<file path="config.mk">
export PLATFORM = sky130hd
export DESIGN_NAME = conv_row_feeder_flat
export DESIGN_NICKNAME = d
export VERILOG_FILES = /design/src/rtl/conv_row_feeder_if.sv /design/src/rtl/conv_row_feeder.sv /design/src/flat_wrapper.sv
export SDC_FILE = /design/constraint.sdc
export NUM_CORES = 2
export LEC_CHECK = 0
export BUFFER_PORTS_ARGS = -buffer_cell sky130_fd_sc_hd__buf_2
export CAP_MARGIN = 20
export CORE_ASPECT_RATIO = 0.7
export CORE_MARGIN = 2
export CORE_UTILIZATION = 50
export DETAILED_ROUTE_END_ITERATION = 10
export MAX_ROUTING_LAYER = met4
export PLACE_DENSITY_LB_ADDON = 0.08
export SKIP_CTS_REPAIR_TIMING = 1
export SLEW_MARGIN = 20
export SYNTH_ARGS = -nofsm -noshare
export SYNTH_HDL_FRONTEND = slang
export SYNTH_SLANG_ARGS = --single-unit
</file>
<file path="constraint.sdc">
create_clock -name clk -period 2.38 [get_ports clk]
set_input_delay 0.357 -clock clk [delete_from_list [all_inputs] [get_ports clk]]
set_output_delay 0.357 -clock clk [all_outputs]
set_load 0.05 [all_outputs]
</file>
<file path="src/rtl/conv_row_feeder_if.sv">
// Pixel-stream and row-bus signal bundle between a pixel source / PE and conv_row_feeder.
// The slave modport is the feeder's view; the master modport is the source/PE side.
interface conv_row_feeder_if #(
  parameter int unsigned WIDTH    = 9,
  parameter int unsigned LANES    = 32,
  parameter int unsigned IMG_ROWS = 32
);
  logic                        frame_start;
  logic [WIDTH-1:0]            pix_in;
  logic                        pix_valid;
  logic                        pix_ready;
  logic                        pe_ready;
  logic [LANES*WIDTH-1:0]      row_out;
  logic                        row_valid;
  logic [1:0]                  row_sel;
  logic [$clog2(IMG_ROWS)-1:0] win_row;
  logic                        frame_done;

  modport master (
    output frame_start, pix_in, pix_valid, pe_ready,
    input  pix_ready, row_out, row_valid, row_sel, win_row, frame_done
  );

  modport slave (
    input  frame_start, pix_in, pix_valid, pe_ready,
    output pix_ready, row_out, row_valid, row_sel, win_row, frame_done
  );
endinterface

</file>
<file path="src/rtl/conv_row_feeder.sv">
// Assembles serial pixels into 32-lane rows in a 4-slot ring and replays each
// 3-row window to the convolution PE as a 3-beat burst (top, middle, bottom).
module conv_row_feeder #(
  parameter int unsigned WIDTH    = 9,
  parameter int unsigned LANES    = 32,
  parameter int unsigned IMG_ROWS = 32
) (
  input  logic              clk,
  input  logic              rst_n,
  conv_row_feeder_if.slave  bus
);
  localparam int unsigned SLOTS    = 4;
  localparam int unsigned COL_W    = $clog2(LANES);
  localparam int unsigned CNT_W    = $clog2(IMG_ROWS + 1);
  localparam int unsigned WIN_W    = $clog2(IMG_ROWS);
  localparam int unsigned ROW_BITS = LANES * WIDTH;

  typedef enum logic [1:0] {S_IDLE, S_B0, S_B1, S_B2} state_t;

  state_t              r_state;
  logic [WIDTH-1:0]    r_slot [SLOTS][LANES];
  logic [COL_W-1:0]    r_col;
  logic [1:0]          r_wr_slot;
  logic [1:0]          r_rd_base;
  logic [CNT_W-1:0]    r_rows_in;
  logic                r_pending;
  logic [WIN_W-1:0]    r_win_next;
  logic [ROW_BITS-1:0] r_row_out;
  logic                r_row_valid;
  logic [1:0]          r_row_sel;
  logic [WIN_W-1:0]    r_win_row;
  logic                r_frame_done;

  logic [ROW_BITS-1:0] w_slot_flat [SLOTS];
  logic                w_busy;
  logic                w_pix_ready;
  logic                w_accept;
  logic                w_row_done;
  logic [CNT_W-1:0]    w_rows_next;

  for (genvar s = 0; s < SLOTS; s++) begin : g_slot
    for (genvar k = 0; k < LANES; k++) begin : g_lane
      assign w_slot_flat[s][k*WIDTH +: WIDTH] = r_slot[s][k];
    end
  end

  // The row-closing pixel waits while a burst still owns the read slots.
  assign w_busy      = r_pending || (r_state != S_IDLE);
  assign w_pix_ready = !bus.frame_start && !((r_col == COL_W'(LANES - 1)) && w_busy);
  assign w_accept    = bus.pix_valid && w_pix_ready;
  assign w_row_done  = w_accept && (r_col == COL_W'(LANES - 1));
  assign w_rows_next = r_rows_in + CNT_W'(1);

  always_ff @(posedge clk or negedge rst_n) begin
    if (!rst_n) begin
      r_state      <= S_IDLE;
      r_col        <= '0;
      r_wr_slot    <= '0;
      r_rd_base    <= '0;
      r_rows_in    <= '0;
      r_pending    <= 1'b0;
      r_win_next   <= '0;
      r_row_out    <= '0;
      r_row_valid  <= 1'b0;
      r_row_sel    <= '0;
      r_win_row    <= '0;
      r_frame_done <= 1'b0;
      for (int s = 0; s < SLOTS; s++) begin
        for (int k = 0; k < LANES; k++) begin
          r_slot[s][k] <= '0;
        end
      end
    end else if (bus.frame_start) begin
      r_state      <= S_IDLE;
      r_col        <= '0;
      r_wr_slot    <= '0;
      r_rows_in    <= '0;
      r_pending    <= 1'b0;
      r_row_valid  <= 1'b0;
      r_frame_done <= 1'b0;
    end else begin
      r_frame_done <= 1'b0;

      if (w_accept) begin
        r_slot[r_wr_slot][r_col] <= bus.pix_in;
        r_col <= w_row_done ? '0 : r_col + COL_W'(1);
        if (w_row_done) begin
          r_wr_slot <= r_wr_slot + 2'd1;
          r_rows_in <= w_rows_next;
          if (w_rows_next >= CNT_W'(3)) begin
            r_pending  <= 1'b1;
            r_rd_base  <= r_wr_slot - 2'd2;
            r_win_next <= WIN_W'(w_rows_next - CNT_W'(3));
          end
        end
      end

      // Burst sequencer; later frame-end clears override the fill updates above.
      case (r_state)
        S_IDLE: begin
          if (r_pending) begin
            r_state     <= S_B0;
            r_pending   <= 1'b0;
            r_row_valid <= 1'b1;
            r_row_sel   <= 2'd0;
            r_row_out   <= w_slot_flat[r_rd_base];
            r_win_row   <= r_win_next;
          end
        end
        S_B0: begin
          if (bus.pe_ready) begin
            r_state   <= S_B1;
            r_row_sel <= 2'd1;
            r_row_out <= w_slot_flat[r_rd_base + 2'd1];
          end
        end
        S_B1: begin
          if (bus.pe_ready) begin
            r_state   <= S_B2;
            r_row_sel <= 2'd2;
            r_row_out <= w_slot_flat[r_rd_base + 2'd2];
          end
        end
        S_B2: begin
          if (bus.pe_ready) begin
            r_state     <= S_IDLE;
            r_row_valid <= 1'b0;
            if (r_rows_in == CNT_W'(IMG_ROWS)) begin
              r_frame_done <= 1'b1;
              r_col        <= '0;
              r_rows_in    <= '0;
              r_wr_slot    <= '0;
            end
          end
        end
        default: r_state <= S_IDLE;
      endcase
    end
  end

  assign bus.pix_ready  = w_pix_ready;
  assign bus.row_out    = r_row_out;
  assign bus.row_valid  = r_row_valid;
  assign bus.row_sel    = r_row_sel;
  assign bus.win_row    = r_win_row;
  assign bus.frame_done = r_frame_done;
endmodule
</file>
<file path="src/flat_wrapper.sv">
// flat-port wrapper written by rule: the top's interface ports become plain ports
module conv_row_feeder_flat 
#(
  parameter int unsigned WIDTH    = 9,
  parameter int unsigned LANES    = 32,
  parameter int unsigned IMG_ROWS = 32
)
  (clk, rst_n, bus_frame_start, bus_pix_in, bus_pix_valid, bus_pe_ready, bus_pix_ready, bus_row_out, bus_row_valid, bus_row_sel, bus_win_row, bus_frame_done);
  conv_row_feeder_if #(.WIDTH(WIDTH), .LANES(LANES), .IMG_ROWS(IMG_ROWS)) bus_i ();
  input  logic clk;
  input  logic rst_n;
  input wire logic [$bits(bus_i.frame_start)-1:0] bus_frame_start;
  input wire logic [$bits(bus_i.pix_in)-1:0] bus_pix_in;
  input wire logic [$bits(bus_i.pix_valid)-1:0] bus_pix_valid;
  input wire logic [$bits(bus_i.pe_ready)-1:0] bus_pe_ready;
  output wire logic [$bits(bus_i.pix_ready)-1:0] bus_pix_ready;
  output wire logic [$bits(bus_i.row_out)-1:0] bus_row_out;
  output wire logic [$bits(bus_i.row_valid)-1:0] bus_row_valid;
  output wire logic [$bits(bus_i.row_sel)-1:0] bus_row_sel;
  output wire logic [$bits(bus_i.win_row)-1:0] bus_win_row;
  output wire logic [$bits(bus_i.frame_done)-1:0] bus_frame_done;
  assign bus_i.frame_start = bus_frame_start;
  assign bus_i.pix_in = bus_pix_in;
  assign bus_i.pix_valid = bus_pix_valid;
  assign bus_i.pe_ready = bus_pe_ready;
  assign bus_pix_ready = bus_i.pix_ready;
  assign bus_row_out = bus_i.row_out;
  assign bus_row_valid = bus_i.row_valid;
  assign bus_row_sel = bus_i.row_sel;
  assign bus_win_row = bus_i.win_row;
  assign bus_frame_done = bus_i.frame_done;
  conv_row_feeder #(.WIDTH(WIDTH), .LANES(LANES), .IMG_ROWS(IMG_ROWS)) u_core (.clk(clk), .rst_n(rst_n), .bus(bus_i));
endmodule
</file>
==> results.cfg <==
[run_status]
outcome = finished, violations left
violations = setup timing

[layout]
final_cell_area_um2 = 98200
mostFrequentLayoutCells = dfrtp_1, mux2_2, mux4_2
layout_commonest_cell = dfrtp_1
layout-drive-gt1-share_pct = 53.4
area_growth_pct = 20.2
finalNetCount = 6349
fill_cells = 12485

[logic_synthesis]
synth_adder_area_share_pct = 0.291
syn_area_per_cell_um2 = 14.4
syn-cell-area_um2 = 81700
synth.top_cells.by_area = dfrtp_1, mux4_2, mux2_2, o21ai_0, nand2_1
yosys_warnings = 0
synth_cell_types = 52
synth_top_cell_area_share_pct = 45.1
ys_async_sr_fraction_pct = 100
yosysSeqAreaShare_pct = 45.1
synth-simple-area-share_pct = 4.57
ys.flop_type = dfrtp_1
synth_top_family_by_area = multiplexers
synth_xor_area_share_pct = 0.150
yosysTopAreaCell = dfrtp_1
synth_seq_cells = 1472
synthMuxAreaShare_pct = 41.1
syn-num-nets = 5705
synth_compound_area_share_pct = 5.89
synthCells = 5672
synth-edff-count = 0

[setup_path]
crit_path_end_kind = primary output
critical_path_arrival_ns = 2.18
slowest_delay_ns = 0.39
worstPathRequired_ns = 2.02
cp-start-kind = flip-flop
worstSetupPathType = flip-flop to primary output
path_cells = ha_2, and3_4, ha_4, buf_6, a21oi_4, buf_8
critical_path.slowest_cell = dfrtp_1
cp_max_fo = 5

[cts]
clock_latency_ns = 0.81
cts_tree = yes
h-tree-depth = 4
clockRootBuffer = clkbuf_16
cts_made_buffers = 154
clockBufferDepth = 3
clk_pin_slew_ns = 0.06
cts_sinks = 1472

[floorplanning]
die-area_um2 = 167000
core_area_um2 = 163000
num_rows = 124
start_util_pct = 50.2
chipWidth_um = 487
die_h_um = 342
pin_count = 312

[worst_hold_path]
hp-class = input port to flip-flop

[drt]
drc = 0
finalWirelength_um = 225000
route.vias.total = 54635
drtAntennaViolNets = 0
wire_per_inst_um = 26.3
drtIter0Drc = 4495
routed_via_density = 6.37
first_pass_iters = 5

[global_routing]
grt_pass1_wl_um = 332000
overflow = 0
grt_max_degree = 88
antenna_found_initial = 5
grt_pass1_vias = 52853
grt_usage_pct = 26.9

[sta]
skew_ns = 0.0324
period_minus_slack_ns = 2.53
rsz0062_at_grt = yes
hold_viol_final = 0
slew_headroom_pct = 55.1
drv_slew = 0
worstMarginPinSlew_ns = 0.667
post-route-period-util_pct = 106
fmax_ghz = 0.395
setup_slack_ns = -0.152
setup_viol = 1

[power]
ir_drop_mv = 0.744
leakage_uw = 0.0440
cellPowerDensity_nw_per_um2 = 782
finalPower_uw = 76800

[place]
post_dp_cell_area_um2 = 89900
hpwlAfterDp_um = 142000
port_buffers = 311
place_congestion = 0.800

[job]
cap_violations = 0
## metrics by stage
stage          hold WS, ns  TNS, ns  utilization, %  setup slack, ns  cells
5_1_grt            0.00206    -1.94            60.3           -0.229   8573
3_3_place_gp         0.326   -0.398            55.2          -0.0263   8120
3_5_place_dp         0.318    -2.60            55.2          -0.0595   8120
6_report            0.0377   -0.152            60.3           -0.152   8575
2_1_floorplan       0.0614        0               -          0.00694   5672
4_1_cts             -0.550    -3.92            58.4           -0.448   8389
## metal layers
layer  part of all wire [%]  wire length, um  track usage, %
met1                     47           105000            39.6
met2                     46           103000            38.9
met3                    5.8            13000            4.84
met4                    1.9             4380            6.55
met5                      0                0               -
## power breakdown
group          leakage [uW]  internal, uW  total (uW)  switching (uW)
Clock               0.00258         15000       25400           10400
Combinational        0.0212          5840       22600           16800
Sequential           0.0202         27300       28800            1470
## worst max-delay path: cells and delay by family, from the launching register on
kind,cells,cell delay (ns)
buf+inv,2,0.31
simple gates,1,0.18
compound gates,1,0.15
flops,1,0.39
fa+ha+maj,2,0.36
## state kept, by name, summed over array words and instances, names as in the netlist
register	cells
u_core.r_slot	1152
u_core.bus.row_out	288
u_core.bus.frame_done	1
u_core.r_rd_base	2
u_core.r_pending	1
u_core.r_rows_in	6
u_core.r_state	2
u_core.r_wr_slot	2
u_core.r_win_next	5
u_core.bus.row_sel	2
u_core.r_col	5
u_core.bus.row_valid	1
u_core.bus.win_row	5
## cells in the mapped netlist (4+ instances only)
cell      number
a22oi_1      187
nand3_1        4
mux2_2      1111
nor2_2        24
nand2_2       41
o21ai_0      379
a21oi_1      110
and3_1         4
ha_1          19
xnor2_1        8
xor2_1         6
nand2_4        4
mux2i_1      105
nand2b_1       8
clkbuf_1     301
nor3_1         6
buf_6          7
dfrtp_1     1472
mux4_2       864
and2_1         5
nand3_2        6
nand2_1      415
buf_4         29
a22o_1       101
nor2_8        40
nor2_1       134
inv_1         10
mux2_1        53
buf_2        123
buf_1         65
## logic make-up after synthesis
group,after synthesis
mux,2133
simple gates,712
flops,1472
fa+ha+maj,19
compound gates,785
buf+inv,537
xor+xnor,14
## final timing paths
check	depth (start not counted)	start	to	slack (ns)
hold / removal	2	bus_pix_in[4]	u_core.r_slot[355]$_DFFE_PN0P_	0.04
hold reg to reg	2	u_core.bus.row_out[127]$_DFFE_PN0P_	u_core.bus.row_out[127]$_DFFE_PN0P_	0.47
min in group asynchronous	2	rst_n	u_core.r_slot[661]$_DFFE_PN0P_	0.11
max in group asynchronous	3	rst_n	u_core.bus.row_out[158]$_DFFE_PN0P_	1.20
setup reg to reg	7	u_core.r_rd_base[0]$_DFFE_PN0P_	u_core.bus.row_out[281]$_DFFE_PN0P_	0.01
setup / recovery	6	u_core.r_col[0]$_DFF_PN0_	bus_pix_ready	-0.15
## area by class of cell
cell class / instances / area, um2 / share of cell area [%]
multi-input cells: 3682 / 43400 / 44.2
flip-flops and latches: 1472 / 36800 / 37.5
repair buffers: 996 / 10000 / 10.2
clock buffers: 224 / 4580 / 4.67
well taps: 2142 / 2680 / 2.73
clock inverters: 45 / 668 / 0.680
inverters: 10 / 37.5 / 0.0382
diodes: 4 / 10.0 / 0.0102
Note: power is estimated with default switching activity, not from simulation.
